--- src/rtl/dtree_pkg.sv ---
// dtree_pkg
// Shared definitions for the decision-tree frame driver and the tree
// generator: the driver FSM state encoding and the default frame geometry.
// Ports: none (package only).
package dtree_pkg;

    // Driver FSM states: collect a frame, discard the tail of an over-long
    // frame, let the tree settle, and hold the result for the consumer.
    typedef enum logic [1:0] {
        LOAD  = 2'd0,
        DRAIN = 2'd1,
        EVAL  = 2'd2,
        OUT   = 2'd3
    } state_t;

    // Frame geometry shared with the generated tree. Features 2 and 3 are
    // not used by the current tree, so their slices are never loaded.
    localparam int             NUM_FEAT_DEF  = 7;
    localparam int             FEAT_W_DEF    = 8;
    localparam int             CLASS_W_DEF   = 2;
    localparam logic [6:0]     KEEP_MASK_DEF = 7'b1110011;

endpackage

--- src/rtl/dtree_frame_driver.sv ---
// dtree_frame_driver
// Sequential wrapper around the external combinational decision tree.
// A byte-serial feature frame is collected over a valid/ready stream into a
// parallel feature bus, the tree is given EVAL_CYCLES cycles to settle, and
// its class output is captured and offered on a second valid/ready stream.
//
// Ports:
//   clk, rst            clock, asynchronous active-high reset
//   s_valid/s_ready     feature byte handshake
//   s_data, s_last      feature byte, end-of-frame marker
//   feat_bus            parallel features, feature i at [i*FEAT_W +: FEAT_W]
//   class_in            combinational class from the tree
//   m_valid/m_ready     result handshake
//   m_class             registered class result
//   err_frame           one-cycle pulse on a short or long frame
module dtree_frame_driver
    import dtree_pkg::*;
#(
    parameter int                   NUM_FEAT    = NUM_FEAT_DEF,
    parameter int                   FEAT_W      = FEAT_W_DEF,
    parameter int                   CLASS_W     = CLASS_W_DEF,
    parameter logic [NUM_FEAT-1:0]  KEEP_MASK   = KEEP_MASK_DEF,
    parameter int                   EVAL_CYCLES = 1
) (
    input  logic                       clk,
    input  logic                       rst,
    input  logic                       s_valid,
    output logic                       s_ready,
    input  logic [FEAT_W-1:0]          s_data,
    input  logic                       s_last,
    output logic [NUM_FEAT*FEAT_W-1:0] feat_bus,
    input  logic [CLASS_W-1:0]         class_in,
    output logic                       m_valid,
    input  logic                       m_ready,
    output logic [CLASS_W-1:0]         m_class,
    output logic                       err_frame
);

    localparam int              IDX_W     = (NUM_FEAT > 1) ? $clog2(NUM_FEAT) : 1;
    localparam logic [IDX_W-1:0] LAST_IDX  = IDX_W'(NUM_FEAT - 1);
    localparam logic [3:0]       EVAL_LAST = 4'(EVAL_CYCLES - 1);

    state_t           state;
    logic [IDX_W-1:0] idx;
    logic [3:0]       eval_cnt;
    logic             xfer;

    // A byte is taken whenever upstream offers one while we are ready.
    assign xfer = s_valid && s_ready;

    // Single FSM with all outputs registered. s_ready is updated together
    // with every state change so it is high exactly in LOAD and DRAIN.
    // On a malformed frame the whole bus is cleared after the slice write,
    // so the later non-blocking clear wins over the write of that byte.
    always_ff @(posedge clk or posedge rst) begin
        if (rst) begin
            state     <= LOAD;
            s_ready   <= 1'b1;
            idx       <= '0;
            eval_cnt  <= '0;
            feat_bus  <= '0;
            m_valid   <= 1'b0;
            m_class   <= '0;
            err_frame <= 1'b0;
        end else begin
            err_frame <= 1'b0;
            case (state)
                LOAD: begin
                    if (xfer) begin
                        for (int i = 0; i < NUM_FEAT; i++) begin
                            if (KEEP_MASK[i] && (idx == IDX_W'(i))) begin
                                feat_bus[i*FEAT_W +: FEAT_W] <= s_data;
                            end
                        end
                        if (idx == LAST_IDX) begin
                            idx <= '0;
                            if (s_last) begin
                                state    <= EVAL;
                                s_ready  <= 1'b0;
                                eval_cnt <= '0;
                            end else begin
                                err_frame <= 1'b1;
                                feat_bus  <= '0;
                                state     <= DRAIN;
                            end
                        end else if (s_last) begin
                            err_frame <= 1'b1;
                            feat_bus  <= '0;
                            idx       <= '0;
                        end else begin
                            idx <= idx + 1'b1;
                        end
                    end
                end
                DRAIN: begin
                    if (xfer && s_last) begin
                        state <= LOAD;
                    end
                end
                EVAL: begin
                    if (eval_cnt == EVAL_LAST) begin
                        m_class <= class_in;
                        m_valid <= 1'b1;
                        state   <= OUT;
                    end else begin
                        eval_cnt <= eval_cnt + 4'd1;
                    end
                end
                OUT: begin
                    if (m_ready) begin
                        m_valid <= 1'b0;
                        s_ready <= 1'b1;
                        state   <= LOAD;
                    end
                end
                default: begin
                    state   <= LOAD;
                    s_ready <= 1'b1;
                end
            endcase
        end
    end

endmodule
--- config.mk ---
export PLATFORM = sky130hd
export DESIGN_NAME = dtree_frame_driver
export DESIGN_NICKNAME = d
export VERILOG_FILES = /design/src/rtl/dtree_pkg.sv /design/src/rtl/dtree_frame_driver.sv
export SDC_FILE = /design/constraint.sdc
export NUM_CORES = 1
export LEC_CHECK = 0
export ABC_CLOCK_PERIOD_IN_PS = 1500
export BUFFER_PORTS_ARGS = -buffer_cell sky130_fd_sc_hd__buf_2
export CAP_MARGIN = 40
export CORE_ASPECT_RATIO = 1.75
export CORE_MARGIN = 2
export CORE_UTILIZATION = 40
export CTS_BUF_LIST = sky130_fd_sc_hd__clkbuf_2 sky130_fd_sc_hd__clkbuf_4 sky130_fd_sc_hd__clkbuf_8
export DETAILED_ROUTE_END_ITERATION = 7
export PLACE_DENSITY = 0.71
export SLEW_MARGIN = 10
export SYNTH_ARGS = -nofsm -noshare
export SYNTH_HDL_FRONTEND = slang
export SYNTH_SLANG_ARGS = --single-unit
--- constraint.sdc ---
create_clock -name clk -period 1.5 [get_ports clk]
set_clock_uncertainty 0.05 [all_clocks]
set_input_delay 0.225 -clock clk [delete_from_list [all_inputs] [get_ports clk]]
set_output_delay 0.225 -clock clk [all_outputs]
set_load 0.01 [all_outputs]
Yosys cells after proc, flatten, opt, wreduce, memory -nomap -nowiden
Index checks and enable logic that the tools add are counted.
Operators by class
  eq/ne operators: 15
  reduce and logical (&&, ||, !) cells: 16
  add/sub/neg operators: 2
  mux-type cells: 35
Operator list (number)
  two-way mux 56 bit: 3
  two-way mux 8 bit: 5
  two-way mux 4 bit: 4
  != test 2 bit, second input constant: 8
  AND reduction 5 bit: 3
  two-way mux 2 bit: 6
  two-way mux 1 bit: 11
  equality test 3 bit, second input constant: 3
  case mux 2 bit (4 select lines): 1
  case mux 4 bit (2 select lines): 1
  nonzero test 2 bit: 4
  two-way mux 3 bit: 2
  adder 4 x 1 -> 4 bit, second input constant: 1
  equality test 2 bit, second input constant: 2
  zero test 4 bit: 1
  case mux 1 bit (2 select lines): 2
  AND reduction 2 bit: 2
  AND reduction 4 bit: 1
  adder 3 x 1 -> 3 bit, second input constant: 1
  equality test 3 x 1 -> 1 bit, second input constant: 1
  zero test 3 bit: 1
  AND reduction 3 bit: 1
  equality test 2 x 1 -> 1 bit, second input constant: 1
  logical AND 1 bit: 2
  zero test 2 bit: 1
Word-level totals
  register bits after elaboration: 70
  input port bits: 15
  word-level logic and storage cells: 77

Longest topological paths before layout
Gate-level depths: netlist of run 1.
  depth after elaboration: 4
  gate-level depth with buffers: 7

Worst setup path before layout of run 1
No wires, ideal clock.
  path kind: reg-to-reg
  start point: register idx[0]
  end point: register feat_bus[40]
  slack: -124 ps
  data arrival time: 1507 ps
  stages on the path, launching flop included: 7
  buffers on the path: 1
  library setup time: 67 ps
  path through: dfrtp_1 inv_1 ha_1 buf_2 o21a_1 o211ai_1 a22o_1
On the way
  longest elaborated chain between the ends: 4
  elaborated cells on any way between the ends: 6
Ends and longest elaborated chain
  from (decl): RTL line dtree_frame_driver.sv:44  | logic [IDX_W-1:0] idx;
  from (signal assigned): RTL line dtree_frame_driver.sv:91  | idx <= idx + 1'b1;
  equality test 3 bit: RTL line dtree_frame_driver.sv:71  | if (KEEP_MASK[i] && (idx == IDX_W'(i))) begin
  two-way mux 8 bit: RTL line dtree_frame_driver.sv:71
  two-way mux 56 bit, on equally long branches: RTL line dtree_frame_driver.sv:86, dtree_frame_driver.sv:77
  two-way mux 56 bit *: RTL line dtree_frame_driver.sv:75  | if (idx == LAST_IDX) begin
  to (signal, indexed assignment): RTL line dtree_frame_driver.sv:72  | feat_bus[i*FEAT_W +: FEAT_W] <= s_data;
  to (decl): RTL line dtree_frame_driver.sv:31  | output logic [NUM_FEAT*FEAT_W-1:0] feat_bus,
Every way passes the cells marked *; elsewhere a longest branch is shown, timed or not. The select of a mux whose other input is x is not followed.
A chain may end at the register's enable or synchronous reset.

Worst setup path in the final report of run 1
  start point: register idx[0]
  end point: register feat_bus[3]
On the way
  longest elaborated chain between the ends: 4
  elaborated cells on any way between the ends: 6
Ends and longest elaborated chain (RTL line)
  zero test 3 bit: dtree_frame_driver.sv:71
  two-way mux 8 bit: dtree_frame_driver.sv:71
  two-way mux 56 bit, on equally long branches: dtree_frame_driver.sv:86, dtree_frame_driver.sv:77
  two-way mux 56 bit *: dtree_frame_driver.sv:75
Marked as above.

==> reports/metrics.yaml, run 1 <==
route:
  vias: 2103
  dr.pass1.iters: 4
  drcViolationCount: 0
  totalWireLength_mm: 6.272
  drt_iter0_markers: 136
  post_drt_wl_per_cell_um: 15.52
  ant_nets: 0
  drt-vias-per-instance: 5.205
final_layout:
  drive_gt1_share_pct: 45.06
  fill_cells: 549
  final_nets: 344
  fin_util_pct: 55.54
  n_antenna_cell: 0
  syn2layout_area_growth_pct: 33.96
  stdcell_count: 404
floorplan:
  die_h_um: 110.3
  dieWidth_um: 64.74
  die-area_sq_mm: 0.007141
  ioPinCount: 76
  rows: 38
  start_util_pct: 41.46
  fp.coreArea_sq_mm: 0.006228
min_path:
  hold_end: "state[1]$_DFFE_PP0P_"
  hold_depth: 2
  min_from: "m_ready"
  hp-class: "primary input to flip-flop"
placed_design:
  place_ws_ns: -0.1264
  port_buffers: 59
  gp_congestion: 0.8268
  dp.cells: 390
  hpwl_mm: 4.549
grt:
  grt_pass1_vias: 1951
  gr-total-overflow: 0
  grt_pass1_wl_mm: 9.860
  grt_max_degree: 55
  track_usage_pct: 18.42
  antenna_found_initial: 0
timing:
  fin_crit_ns: 1.569
  drv_slew: 0
  final.period_utilization_pct: 104.6
  hold_viol_final: 0
  fmaxAchievable_mhz: 637.4
  holdWs_ns: 0.08058
  layout_setup_ws_ns: -0.06888
  final-setup-viol-count: 32
  rsz0062_at_grt: "true"
cts:
  cts_tree: "built"
  worstSkewPairLatency_ns: 0.32
  clockBufferDepth: 2
  htree_levels: 2
  clkTransAtPathRegs_ns: 0.10
  cts_root_buffer: "clkbuf_8"
  cts.sinks: 54
  cts_buffers: 5
synth:
  muxShareOfSynthArea_pct: 2.568
  synth-xor-area-share_pct: 0.3391
  yosysSeqAreaShare_pct: 52.37
  synthFlopType: "dfrtp_1"
  yosys.area.top_type: "dfrtp_1"
  synth_adder_area_share_pct: 2.907
  synth_top_cells_by_area: "dfrtp_1 51%, a22o_1 8.5%, buf_4 5.2%"
  synth_edf_count: 0
  synth_compound_area_share_pct: 20.69
  syn_area_sq_mm: 0.002582
  ys_ff_latch: 54
  synth_top_family_by_area: "compound AO/OA/AOI/OAI gates"
  syn_inst: 233
  synth_most_common_cell: "dfrtp_1"
  synth_cell_types: 46
  ys_warn_count: 0
  synth_common_cells: "53 x dfrtp_1, 25 x a22o_1, 20 x nand3_1, 20 x o21ai_0"
  async_reset_ff_share_pct: 100.0
  synthSimpleGateAreaFrac_pct: 12.21
  synth_top_area_share_pct: 51.36
  postSynthAreaPerCell_sq_um: 11.08
setup_path:
  rr_endpoint: "feat_bus[3]$_DFFE_PP0P_"
  worst_ep_required_time_ns: 1.67
  crit_start: "idx[0]$_DFFE_PP0P_"
  critPathCaptureType: "flip-flop"
  r2r_slack_ns: -0.07
  reg2reg_depth: 5
  startpoint_type: "flip-flop"
  crit_type: "flip-flop to flip-flop"
  crit_path_max_incr_delay_ns: 0.46
  crit_chain: "inv_2 -> ha_2 -> or3b_4 -> o21ai_2 -> a21oi_2"
  crit_path_top_delay_cell: "or3b_4"
  crit_fanout: 8
  cp_data_arrival_time_ns: 1.74
  timing.rr.start: "idx[0]$_DFFE_PP0P_"
power:
  total_power_w: 0.004936
  power.leakage_nw: 1.702
  ir_drop_uv: 777.5
  p_per_area_mw_per_mm2: 1427
run_status:
  status: "finished, violations left"
  failed_checks: "negative setup slack"
run:
  max_cap_violations: 0
power breakdown:
| group | switching (W) | internal [W] | leakage, nW |
|---|---|---|---|
| Sequential | 0.000203 | 0.00174 | 0.718 |
| Combinational | 0.000887 | 0.000929 | 0.916 |
| Clock | 0.000510 | 0.000669 | 0.0683 |
| Total | 0.00160 | 0.00334 | 1.70 |
kinds of logic (layout without fill, tap and decap cells):
family / after synthesis / count (layout)
AOI/OAI and AO/OA: 79 / 79
xor gates and xnor gates: 1 / 1
adders and majority gates: 6 / 6
buffers and inverters: 38 / 114
DFF: 54 / 54
muxes: 6 / 6
other: 1 / 16
and+or+nand+nor: 48 / 48
worst max-delay path: cells and delay by family (launching register included):
kind / cells / cell delay [ns]
AND/OR/NAND/NOR: 1 / 0.46
AO/OA/AOI/OAI: 2 / 0.23
flip-flops: 1 / 0.42
adder cells (fa/ha/maj): 1 / 0.20
buffers and inverters: 1 / 0.10
through the flow:
stage | cell area (sq um) | setup TNS (ns)
floorplan | 2686 | -0.9641
global placement | 3151 | -0.7570
detailed placement | 3151 | -1.734
CTS | 3363 | -0.8972
global route | 3460 | -3.603
finish | 3460 | -1.131
cell usage in the layout, fill, tap and decap left out, types with 5 or more instances in the layout:
| cell | n |
|---|---|
| o21ai_2 | 8 |
| o22ai_1 | 5 |
| buf_4 | 30 |
| nand3_1 | 18 |
| dfrtp_1 | 53 |
| clkbuf_8 | 5 |
| conb_1 | 16 |
| a22o_1 | 25 |
| o21ai_0 | 6 |
| o21ai_1 | 6 |
| buf_2 | 59 |
| a21oi_1 | 16 |
| inv_1 | 6 |
timing repair:
action                                 4_1_cts  5_1_grt
setup endpoints to repair                   45       49
hold buffers                                 1        0
setup buffers                                2        4
pin swaps                                    8       15
gates resized for setup                     18       19
endpoints found under the hold margin       53        0
how the worst max path moves through the flow:
stage	slack, ns	end	cells past startpoint
after floorplan	-0.05	feat_bus[40]$_DFFE_PP0P_	5
after global placement	-0.09	feat_bus[14]$_DFFE_PP0P_	5
after detailed placement	-0.13	feat_bus[15]$_DFFE_PP0P_	5
after CTS	-0.06	feat_bus[12]$_DFFE_PP0P_	5
after global routing	-0.14	feat_bus[12]$_DFFE_PP0P_	5
final	-0.07	feat_bus[3]$_DFFE_PP0P_	5
cell type report:
| cell class | count | area (sq um) | share of cell area, % |
|---|---|---|---|
| clock inverter | 3 | 68.82 | 1.989 |
| multi-input combinational | 156 | 1196 | 34.58 |
| timing repair buffer | 97 | 635.6 | 18.37 |
| inverter | 9 | 37.54 | 1.085 |
| sequential | 54 | 1353 | 39.10 |
| clock buffer | 5 | 68.82 | 1.989 |
| tap | 80 | 100.1 | 2.893 |
registers in the layout, summed over array words and instances, names as in the netlist:
name       flops
m_class        2
eval_cnt       4
idx            3
m_valid        1
feat_bus      40
err_frame      1
s_ready        1
state          2
per-layer routing:
layer / track usage [%] / vias up / routed length, um
met5: 0 / - / 0
met4: 8.359 / 0 / 193
met3: 3.350 / 13 / 235
met2: 33.21 / 56 / 3474
met1: 20.88 / 1033 / 2368
li1: - / 1001 / -
Note: power is estimated with default switching activity, not from simulation.
==> inputs of run 2 (changes only) <==
Settings changed: CTS_BUF_LIST sky130_fd_sc_hd__clkbuf_2 sky130_fd_sc_hd__clkbuf_4 sky130_fd_sc_hd__clkbuf_8 to not set, MAX_ROUTING_LAYER set to met4.
==> run 2 against run 1 <==
The flow still finishes with violations (negative setup slack). Cell area stayed put. Register-to-register slack hardly changed. Routed wire length up 0.14%. Core utilization unchanged. Non-clock buffer count did not move. Final cell count stayed put.
==> reports/metrics.yaml, run 2 (same netlist as run 1, synthesis figures left out) <==
run_status:
  status: "finished, violations left"
  failed_checks: "negative setup slack"
final_layout:
  stdcell_area_sq_mm: 0.003460
  syn2layout_area_growth_pct: 33.96
  fill_cells: 549
  reg_top3: "feat_bus: 40 flops, eval_cnt: 4 flops, idx: 3 flops"
  regMostFlops: "feat_bus"
  final_common_cell: "buf_2"
  final_cell_mix: "59 x buf_2, 53 x dfrtp_1, 30 x buf_4, 25 x a22o_1, 18 x nand3_1"
  final_nets: 344
  stdcell_count: 404
  drive_gt1_share_pct: 45.06
  n_antenna_cell: 0
  largest_reg_flops: 40
  fin_util_pct: 55.54
route:
  dr.pass1.iters: 5
  post_drt_wl_per_cell_um: 15.55
  vias: 2106
  wl_met1_mm: 2.345
  drt-vias-per-instance: 5.213
  drcViolationCount: 0
  dr.max_layer_used: "met4"
  met3WireLength_um: 259
  dr_wl_met2_mm: 3.474
  ant_nets: 0
  drt_iter0_markers: 132
  totalWireLength_mm: 6.281
placed_design:
  dp.cells: 390
  port_buffers: 59
  hpwl_mm: 4.549
  gp_congestion: 0.8393
  placed_area_sq_mm: 0.003151
timing:
  layout_setup_ws_ns: -0.06787
  drv_slew: 0
  fin_crit_ns: 1.568
  finalSetupTns_ns: -1.091
  final-setup-viol-count: 32
  fmaxAchievable_mhz: 637.8
  hold_viol_final: 0
  rsz0062_at_grt: "true"
  final.period_utilization_pct: 104.5
setup_path:
  crit_type: "flip-flop to flip-flop"
  critPathCaptureType: "flip-flop"
  worst_ep_required_time_ns: 1.67
  crit_path_max_incr_delay_ns: 0.46
  r2r_slack_ns: -0.07
  startpoint_type: "flip-flop"
  crit_path_top_delay_cell: "or3b_4"
  cp_data_arrival_time_ns: 1.73
  crit_chain: "inv_2 -> ha_2 -> or3b_4 -> o21ai_2 -> a21oi_2"
  crit_fanout: 8
floorplan:
  die_h_um: 110.3
  dieWidth_um: 64.74
  rows: 38
  ioPinCount: 76
  die-area_sq_mm: 0.007141
  start_util_pct: 41.46
  fp.coreArea_sq_mm: 0.006228
cts:
  clkTransAtPathRegs_ns: 0.10
  htree_levels: 2
  cts_root_buffer: "clkbuf_8"
  worstSkewPairLatency_ns: 0.32
  cts_buffers: 5
  clockBufferDepth: 2
  cts.sinks: 54
  cts_tree: "built"
power:
  p_per_area_mw_per_mm2: 1426
  power.leakage_nw: 1.702
  total_power_w: 0.004935
  ir_drop_uv: 778.1
min_path:
  hp-class: "primary input to flip-flop"
grt:
  track_usage_pct: 18.94
  grt_pass1_wl_mm: 9.860
  gr-total-overflow: 0
  grt_max_degree: 55
  antenna_found_initial: 0
  grt_pass1_vias: 1948
run:
  max_cap_violations: 0
-- run 2: layout make-up --
cell class              count  area [sq um]  share of cell area [%]
repair buffers             97         635.6                   18.37
flip-flops and latches     54          1353                   39.10
multi-input cells         156          1196                   34.58
inverters                   9         37.54                   1.085
clock inverters             3         68.82                   1.989
well taps                  80         100.1                   2.893
clock buffers               5         68.82                   1.989
-- run 2: timing repair --
item,CTS,global route
pin swaps,8,15
hold endpoints to repair,53,0
hold buffers,1,0
buffers inserted,2,4
gates resized for setup,18,19
endpoints found under the setup margin,45,49
-- run 2: path summary, 6_finish.rpt --
check / from / end / cells after the start
min reg2reg: m_valid$_DFFE_PP0P_ / m_valid$_DFFE_PP0P_ / 2
max reg2reg: idx[0]$_DFFE_PP0P_ / feat_bus[3]$_DFFE_PP0P_ / 5
min in group asynchronous: rst / feat_bus[43]$_DFFE_PP0P_ / 4
max: idx[0]$_DFFE_PP0P_ / feat_bus[3]$_DFFE_PP0P_ / 5
min: m_ready / state[1]$_DFFE_PP0P_ / 2
max in group asynchronous: rst / s_ready$_DFFE_PP1P_ / 4
-- run 2: critical path, delay by kind of cell, from the launching register on --
family / cells / cell delay (ns)
and+or+nand+nor: 1 / 0.46
adders and majority gates: 1 / 0.19
buffers and inverters: 1 / 0.10
AOI/OAI and AO/OA: 2 / 0.23
DFF: 1 / 0.42
-- run 2: routing by layer --
metal,vias to the layer above,track usage (%)
met2,66,33.21
met4,0,8.359
met1,1025,20.88
li1,1001,-
met3,14,3.350
met5,-,-
-- run 2: per-stage QoR --
step                      hold WS [ns]  setup WS [ns]
after global routing           0.08333        -0.1436
final                          0.08035       -0.06787
after global placement          0.2609       -0.08808
after floorplan                 0.2424       -0.05402
after CTS                      0.07540       -0.06445
after detailed placement        0.2687        -0.1264
-- run 2: power breakdown --
part           internal [W]  leakage, nW  switching, W
logic              0.000928        0.916      0.000884
clock network      0.000669       0.0683      0.000514
registers           0.00174        0.718      0.000202
total               0.00333         1.70       0.00160
==> inputs of run 3 (changes only) <==
Settings changed: REMOVE_ABC_BUFFERS set to 1.
==> run 3 against run 2 <==
The run still ends with negative setup slack left. First-iteration DRC count up 39%. Sequential power up 2%. Cell area down 1.6%. Critical path depth unchanged. Combinational power up 2%. Final cell count down 0.74%. Flip-flop and latch count unchanged. Register-to-register slack about the same. Die area unchanged. Clock power down 17%. Critical endpoint is now eval_cnt[3]$_DFFE_PP0P_. Largest power group unchanged.
==> reports/metrics.yaml, run 3 (same netlist as run 1, synthesis figures left out) <==
run_status:
  status: "finished, violations left"
  failed_checks: "negative setup slack"
timing:
  final.period_utilization_pct: 105.5
  rsz0062_at_grt: "true"
  drv_slew: 0
  fin_crit_ns: 1.582
  hold_viol_final: 0
  layout_setup_ws_ns: -0.08180
  fmaxAchievable_mhz: 632.2
  final-setup-viol-count: 30
cts:
  worstSkewPairLatency_ns: 0.31
  cts_root_buffer: "clkbuf_8"
  htree_levels: 2
  cts.sinks: 54
  clkTransAtPathRegs_ns: 0.09
  cts_tree: "built"
  cts_buffers: 5
  clockBufferDepth: 2
power:
  power.leakage_nw: 1.680
  ir_drop_uv: 517.6
  p_per_area_mw_per_mm2: 1413
  total_power_w: 0.004807
grt:
  grt_max_degree: 55
  grt_pass1_vias: 2038
  antenna_found_initial: 0
  gr-total-overflow: 0
  track_usage_pct: 19.54
  grt_pass1_wl_mm: 10.21
run:
  max_cap_violations: 0
final_layout:
  final_nets: 341
  drive_gt1_share_pct: 41.43
  syn2layout_area_growth_pct: 31.78
  stdcell_count: 401
  fin_util_pct: 54.64
  final_cell_mix: "59 x buf_2, 53 x dfrtp_1, 26 x buf_4, 25 x a22o_1, 20 x nand3_1"
  final_common_cell: "buf_2"
  largest_reg_flops: 40
  n_antenna_cell: 0
  regMostFlops: "feat_bus"
  reg_top3: "feat_bus: 40 flops, eval_cnt: 4 flops, idx: 3 flops"
floorplan:
  ioPinCount: 76
  fp.coreArea_sq_mm: 0.006228
  die-area_sq_mm: 0.007141
  die_h_um: 110.3
  rows: 38
  dieWidth_um: 64.74
  start_util_pct: 41.46
setup_path:
  startpoint_type: "flip-flop"
  critPathCaptureType: "flip-flop"
  rr_endpoint: "eval_cnt[3]$_DFFE_PP0P_"
  crit_type: "flip-flop to flip-flop"
  reg2reg_depth: 5
  timing.rr.start: "idx[0]$_DFFE_PP0P_"
  worst_ep_required_time_ns: 1.65
  r2r_slack_ns: -0.08
  cp_data_arrival_time_ns: 1.74
  crit_fanout: 6
route:
  vias: 2147
  drt-vias-per-instance: 5.354
  post_drt_wl_per_cell_um: 16.71
  ant_nets: 0
  drcViolationCount: 0
  dr.pass1.iters: 4
  drt_iter0_markers: 184
  totalWireLength_mm: 6.699
min_path:
  hold_depth: 2
  hold_end: "m_class[0]$_DFFE_PP0P_"
  min_from: "class_in[0]"
  hp-class: "primary input to flip-flop"
placed_design:
  hpwl_mm: 4.723
  port_buffers: 59
  dp.cells: 385
  gp_congestion: 0.7794
==> run 3: how the worst max path moves through the flow <==
stage / from / endpoint / slack (ns) / depth (start not counted)
global route: idx[0]$_DFFE_PP0P_ / feat_bus[2]$_DFFE_PP0P_ / -0.15 / 8
CTS: idx[1]$_DFFE_PP0P_ / feat_bus[50]$_DFFE_PP0P_ / -0.11 / 4
detailed placement: idx[0]$_DFFE_PP0P_ / eval_cnt[3]$_DFFE_PP0P_ / -0.25 / 5
floorplan: s_ready$_DFFE_PP1P_ / feat_bus[10]$_DFFE_PP0P_ / -0.15 / 3
global placement: idx[0]$_DFFE_PP0P_ / eval_cnt[3]$_DFFE_PP0P_ / -0.19 / 5
finish: idx[0]$_DFFE_PP0P_ / eval_cnt[3]$_DFFE_PP0P_ / -0.08 / 5
==> run 3: layout make-up <==
cell class	count	area [sq um]
sequential	54	1353
clock inverter	1	30.03
tap	80	100.1
clock buffer	7	76.32
multi-input combinational	156	1194
fill	567	2825
inverter	9	33.78
timing repair buffer	94	616.8
==> run 3: where the power goes <==
group | switching, W | internal, W
clock | 0.000476 | 0.000500
combinational | 0.000894 | 0.000955
sequential | 0.000244 | 0.00174
==> run 3: worst max-delay path, stage by stage (launching register included) <==
cell and delay (ns):
dfrtp_1 0.40, inv_2 0.12, ha_4 0.19, and2_4 0.17
a41oi_1 0.17, a221o_1 0.36
==> run 3: through the flow <==
stage | worst slack, ns | cell area (sq um) | hold WS, ns | TNS (ns)
5_1_grt | -0.1526 | 3403 | 0.07622 | -4.564
3_5_place_dp | -0.2486 | 3082 | 0.2449 | -7.760
3_3_place_gp | -0.1864 | 3082 | 0.2404 | -5.473
6_report | -0.08180 | 3403 | 0.08974 | -1.731
4_1_cts | -0.1054 | 3372 | 0.08310 | -3.022
2_1_floorplan | -0.1546 | 2446 | 0.2641 | -9.596
==> run 3: metal layers <==
metal | routed length [um] | up-vias | track usage [%]
li1 | - | 1003 | -
met1 | 2517 | 1045 | 21.55
met2 | 3620 | 80 | 32.99
met3 | 272 | 19 | 3.147
met4 | 288 | 0 | 11.70
met5 | 0 | - | -
==> run 3: timing repair <==
item | in CTS | in global routing
endpoints found under the setup margin | 52 | 51
hold buffers | 1 | 0
pin swaps | 5 | 6
buffers inserted | 5 | 2
hold endpoints to repair | 53 | 0
resized for setup | 25 | 16
cloned | 1 | 0
